File: config.mk
export PLATFORM = sky130hd
export DESIGN_NAME = lenet_frame_capture
export DESIGN_NICKNAME = d
export VERILOG_FILES = /design/src/rtl/lenet_frame_capture.sv
export SDC_FILE = /design/constraint.sdc
export NUM_CORES = 2
export LEC_CHECK = 0
export ABC_CLOCK_PERIOD_IN_PS = 7630
export BUFFER_PORTS_ARGS = -buffer_cell sky130_fd_sc_hd__buf_2
export CAP_MARGIN = 10
export CORE_MARGIN = 2
export CORE_UTILIZATION = 55
export DETAILED_ROUTE_END_ITERATION = 8
export HOLD_SLACK_MARGIN = 0.15
export PLACE_DENSITY = 0.67
export SYNTH_ARGS = -nofsm -noshare
export SYNTH_HDL_FRONTEND = slang
export SYNTH_SLANG_ARGS = --single-unit
File: constraint.sdc
create_clock -name clk -period 7.63 [get_ports clk]
set_input_delay 0.763 -clock clk [delete_from_list [all_inputs] [get_ports clk]]
set_output_delay 0.763 -clock clk [all_outputs]
set_load 0.1 [all_outputs]
File: src/rtl/lenet_frame_capture.sv
// Centre-crops the raster luma stream, box-averages it to an OUT_DIM x OUT_DIM
// image and writes it into the LeNet input buffer, then holds it until LeNet is done.
module lenet_frame_capture #(
  parameter int IMG_W   = 640,
  parameter int IMG_H   = 480,
  parameter int X0      = 96,
  parameter int Y0      = 16,
  parameter int BLK     = 16,
  parameter int OUT_DIM = 28
) (
  input  logic       clk,
  input  logic       rst_n,
  input  logic       frame_sync,
  input  logic       pix_valid,
  input  logic [7:0] pix_data,
  input  logic       lenet_go,
  input  logic       lenet_ready,
  output logic       buf_we,
  output logic [9:0] buf_addr,
  output logic [7:0] buf_wdata,
  output logic       data_ready,
  output logic [7:0] frames_dropped
);

  localparam int CROP = OUT_DIM * BLK;
  localparam int LB   = $clog2(BLK);
  localparam int CW   = $clog2(IMG_W + 1);
  localparam int RW   = $clog2(IMG_H + 1);
  localparam int BW   = (OUT_DIM > 1) ? $clog2(OUT_DIM) : 1;
  localparam int AW   = $clog2(BLK * BLK * 255 + 1);

  localparam logic [CW-1:0] X_LO   = CW'(X0);
  localparam logic [CW-1:0] X_HI   = CW'(X0 + CROP);
  localparam logic [CW-1:0] W_LAST = CW'(IMG_W - 1);
  localparam logic [CW-1:0] CMASK  = CW'(BLK - 1);
  localparam logic [RW-1:0] Y_LO   = RW'(Y0);
  localparam logic [RW-1:0] Y_HI   = RW'(Y0 + CROP);
  localparam logic [RW-1:0] H_LIM  = RW'(IMG_H);
  localparam logic [RW-1:0] RMASK  = RW'(BLK - 1);
  localparam logic [9:0]    LAST_ADDR = 10'(OUT_DIM * OUT_DIM - 1);

  localparam logic [1:0] IDLE = 2'd0;
  localparam logic [1:0] CAPT = 2'd1;
  localparam logic [1:0] DONE = 2'd2;
  localparam logic [1:0] BUSY = 2'd3;

  logic [1:0]    state;
  logic [CW-1:0] col;
  logic [RW-1:0] row;
  logic [AW-1:0] acc [OUT_DIM];
  logic          seen_low;

  logic          cap_on;
  logic [CW-1:0] col_e;
  logic [RW-1:0] row_e;
  logic          pix_take;
  logic [CW-1:0] cx;
  logic [RW-1:0] cy;
  logic          in_crop;
  logic [BW-1:0] bx;
  logic [BW-1:0] by;
  logic [AW-1:0] acc_cur;
  logic [AW-1:0] sum;
  logic          blk_end;
  logic [9:0]    addr_n;
  logic [7:0]    wdata_n;

  // A frame_sync wins over a coincident pixel: that pixel becomes (0,0) of the new frame.
  always_comb begin
    cap_on   = (state == CAPT) || ((state == IDLE) && frame_sync);
    col_e    = frame_sync ? '0 : col;
    row_e    = frame_sync ? '0 : row;
    pix_take = cap_on && pix_valid && (row_e < H_LIM);
    cx       = col_e - X_LO;
    cy       = row_e - Y_LO;
    in_crop  = pix_take && (col_e >= X_LO) && (col_e < X_HI) &&
               (row_e >= Y_LO) && (row_e < Y_HI);
    bx       = BW'(cx >> LB);
    by       = BW'(cy >> LB);
    acc_cur  = frame_sync ? '0 : acc[bx];
    sum      = acc_cur + AW'(pix_data);
    blk_end  = in_crop && ((cx & CMASK) == CMASK) && ((cy & RMASK) == RMASK);
    addr_n   = 10'(by) * 10'(OUT_DIM) + 10'(bx);
    wdata_n  = 8'(sum >> (2 * LB));
  end

  always_ff @(posedge clk or negedge rst_n) begin
    if (!rst_n) begin
      state          <= IDLE;
      col            <= '0;
      row            <= '0;
      seen_low       <= 1'b0;
      buf_we         <= 1'b0;
      buf_addr       <= '0;
      buf_wdata      <= '0;
      data_ready     <= 1'b0;
      frames_dropped <= '0;
      for (int i = 0; i < OUT_DIM; i++) acc[i] <= '0;
    end else begin
      buf_we     <= 1'b0;
      data_ready <= (state == DONE) && !lenet_go;

      if (frame_sync && ((state == DONE) || (state == BUSY)) && (frames_dropped != 8'hFF))
        frames_dropped <= frames_dropped + 8'd1;

      if (cap_on) begin
        if (frame_sync) begin
          col <= '0;
          row <= '0;
          for (int i = 0; i < OUT_DIM; i++) acc[i] <= '0;
        end
        if (pix_take) begin
          if (col_e == W_LAST) begin
            col <= '0;
            row <= row_e + RW'(1);
          end else begin
            col <= col_e + CW'(1);
          end
        end
        // Completed blocks restart their accumulator for the next block row.
        if (in_crop) acc[bx] <= blk_end ? '0 : sum;
        if (blk_end) begin
          buf_we    <= 1'b1;
          buf_addr  <= addr_n;
          buf_wdata <= wdata_n;
        end
        state <= (blk_end && (addr_n == LAST_ADDR)) ? DONE : CAPT;
      end else begin
        case (state)
          DONE: begin
            if (lenet_go) begin
              state    <= BUSY;
              seen_low <= 1'b0;
            end
          end
          BUSY: begin
            if (!lenet_ready) seen_low <= 1'b1;
            else if (seen_low) state <= IDLE;
          end
          default: ;
        endcase
      end
    end
  end

endmodule
==> flow_metrics.py <==
metrics = {
    "job": {
        "drv_cap": 0,
    },
    "clock_tree": {
        "cts_tree": "yes",
        "root_buffer": "clkbuf_16",
        "cts_inserted_buffers": 53,
        "cts_setup_buffers": 0,
        "post_cts_resized": 0,
        "clk_pin_slew_ns": 0.06,
        "clockBufferDepth": 3,
        "clock-sinks": 498,
        "cts.htree.levels": 2,
        "insertion_delay_ns": 0.61,
        "hold_buffers": 0,
    },
    "logic_synthesis": {
        "synth_top_area_cell": "dfrtp_1",
        "synth_edf_count": 0,
        "synthArstFlopShare_pct": 100,
        "synth.distinct_cells": 82,
        "ys_seq_area_share_pct": 53.3,
        "syn_inst": 2096,
        "ys_ff_latch": 498,
        "ys_warn_count": 0,
        "yosysTopAreaCellShare_pct": 53.3,
        "synth_area_leaders": "dfrtp_1, a22o_1, o22ai_1, o2bb2ai_1, o21ai_0",
        "avgSynthCellArea_um2": 11.1,
        "synthFlopType": "dfrtp_1",
        "syn_area_mm2": 0.0234,
        "syn_nets": 2143,
    },
    "route": {
        "vias_per_cell": 7.19,
        "drc": 0,
        "postRouteAntennaNets": 0,
        "routed-via-count": 19200,
        "wl_per_cell_um": 28.5,
        "dr.first_iter.drc_count": 2274,
        "routed_wl_um": 75900,
        "drtPass1Iterations": 5,
    },
    "final_layout": {
        "fin_util_pct": 61.9,
        "diodes": 0,
        "nets": 2139,
        "drive_above_1_share_pct": 13.4,
        "final_cell_mix": "dfrtp_1, a22o_1, nand2_1",
        "synthToLayoutAreaGrowth_pct": 11.2,
        "final_common_cell": "dfrtp_1",
    },
    "sta": {
        "rsz0062_at_grt": "false",
        "maxSlewHeadroom_pct": 16.5,
        "tns_ns": 0,
        "setup_viol": 0,
        "fin_crit_ns": 6.51,
        "tightest_slew_ns": 1.25,
        "fin_skew_ns": 0.0275,
        "fmax_ghz": 0.154,
        "drv_slew": 0,
        "finalCritPeriodShare_pct": 85.3,
        "hold_viol_final": 0,
    },
    "placed_design": {
        "io_buffers": 41,
        "gp_congestion": 0.944,
        "dp_hpwl_um": 48400,
    },
    "setup_path": {
        "crit_buf_inv": 1,
        "crit_path_start_kind": "register",
        "worst_ep_required_time_ns": 8.16,
        "cp_top_family": "simple AND/OR/NAND/NOR gates",
        "worst-path-max-fanout": 36,
        "path_cells": "nand2b_1, inv_2, ha_2, and4b_1, o21ai_1, nand2_1, nand2_1, o21ai_0, nor3_1, ha_1, fa_1, a21oi_1, nor2_1, o21a_1, o21a_1, o41a_1, xor2_1, nor2_2, a22o_1",
        "crit_slowest_cell": "nor2_2",
        "max_stage_delay_ns": 0.85,
        "crit_path_end_kind": "register",
        "arrival_ns": 7.04,
        "crit_type": "register to register",
    },
    "die": {
        "start_util_pct": 55.7,
        "fp-row-count": 75,
        "fp.dieH_um": 210,
        "num_io_pins": 42,
        "dieArea_mm2": 0.0441,
        "core-area_mm2": 0.0419,
        "dieWidth_um": 210,
    },
    "power_and_ir_drop": {
        "p_seq_share_pct": 48.9,
        "p_clk_share_pct": 47.6,
        "swShare_pct": 22.8,
        "combPwrFrac_pct": 3.5,
        "leakage_uw": 0.0117,
        "p_sw_uw": 1230,
        "internal-power_uw": 4180,
        "ir_worst_vdd_mv": 0.304,
        "p_per_area_mw_per_mm2": 208,
    },
    "global_routing": {
        "grt_pass1_wl_um": 117000,
        "grt_antenna_before_repair": 0,
        "grt_pass1_vias": 18800,
        "grt_use_total_pct": 34.8,
        "grt_overflow": 0,
        "grt_max_degree": 172,
    },
    "hold_path": {
        "holdCritPathClass": "input port to asynchronous set/reset pin",
    },
    "run_status": {
        "run_status": "finished, final reports clean",
    },
}
[final timing paths]
path / start / end / slack, ns / cells after the start
max in group asynchronous: rst_n / acc[432]$_DFFE_PN0N_ / 5.87 / 2
min in group clk: lenet_go / data_ready$_DFF_PN0_ / 0.35 / 2
hold reg to reg: buf_wdata[3]$_DFFE_PN0P_ / buf_wdata[3]$_DFFE_PN0P_ / 0.47 / 2
setup reg to reg: col[5]$_DFFE_PN0N_ / acc[24]$_DFFE_PN0N_ / 1.12 / 19
hold / removal: rst_n / buf_addr[7]$_DFFE_PN0P_ / 0.26 / 1
setup / recovery: col[5]$_DFFE_PN0N_ / acc[24]$_DFFE_PN0N_ / 1.12 / 19
[power groups by stage]
stage | sequential (uW) | clock [uW] | combinational [uW]
floorplan | 2690 | 0 | 74.1
global placement | 2690 | 0 | 182
detailed placement | 2690 | 0 | 186
CTS | 2640 | 2600 | 186
global route | 2640 | 2700 | 203
finish | 2640 | 2580 | 188
[synthesized netlist by cell type (28+ instances only)]
cell and instances:
inv_1 31, a22o_1 372, nor3_1 40, clkbuf_1 90
o22ai_1 113, buf_2 68, buf_1 28, o21ai_0 99
a21oi_1 41, o2bb2ai_1 76, nor2_1 95, o21ai_1 35
nand2_1 120, mux2i_1 40, dfrtp_1 498
[cell type report]
type / instances / area [um^2]
multi-input cells: 1366 / 10000
inverters: 35 / 131
well taps: 539 / 674
repair buffers: 138 / 971
clock buffers: 74 / 1510
clock inverters: 16 / 199
fillers: 3311 / 16000
flip-flops and latches: 498 / 12500
[state kept, by name, summed over array words and instances, names as in the netlist]
register / flops
acc: 448
buf_addr: 10
col: 10
row: 9
buf_wdata: 8
frames_dropped: 8
state: 2
buf_we: 1
data_ready: 1
seen_low: 1
[routing by layer]
metal / part of all wire, % / GRT usage [%]
met1: 43 / 51.8
met2: 44 / 50.9
met3: 9.5 / 5.87
met4: 4.2 / 14.0
met5: 0 / 0
[metrics by stage]
step | instance area (um^2) | hold slack (ns) | setup slack [ns] | power, uW | cells
6_report | 26000 | 0.262 | 1.12 | 5410 | 2666
2_1_floorplan | 23400 | 0.448 | 1.18 | 2770 | 2096
4_1_cts | 26000 | 0.295 | 1.27 | 5430 | 2666
3_5_place_dp | 24300 | 0.460 | 1.05 | 2880 | 2576
5_1_grt | 26000 | 0.348 | 0.789 | 5550 | 2666
3_3_place_gp | 24300 | 0.455 | 1.20 | 2870 | 2576
[logic make-up after synthesis]
family,share of synthesized area (%)
adder cells (fa/ha/maj),1.96
multiplexers,2.58
XOR/XNOR,1.42
AO/OA/AOI/OAI,28.8
flip-flops,53.3
AND/OR/NAND/NOR,7.58
buffers and inverters,4.30
Power figures use the tool's default switching activity.
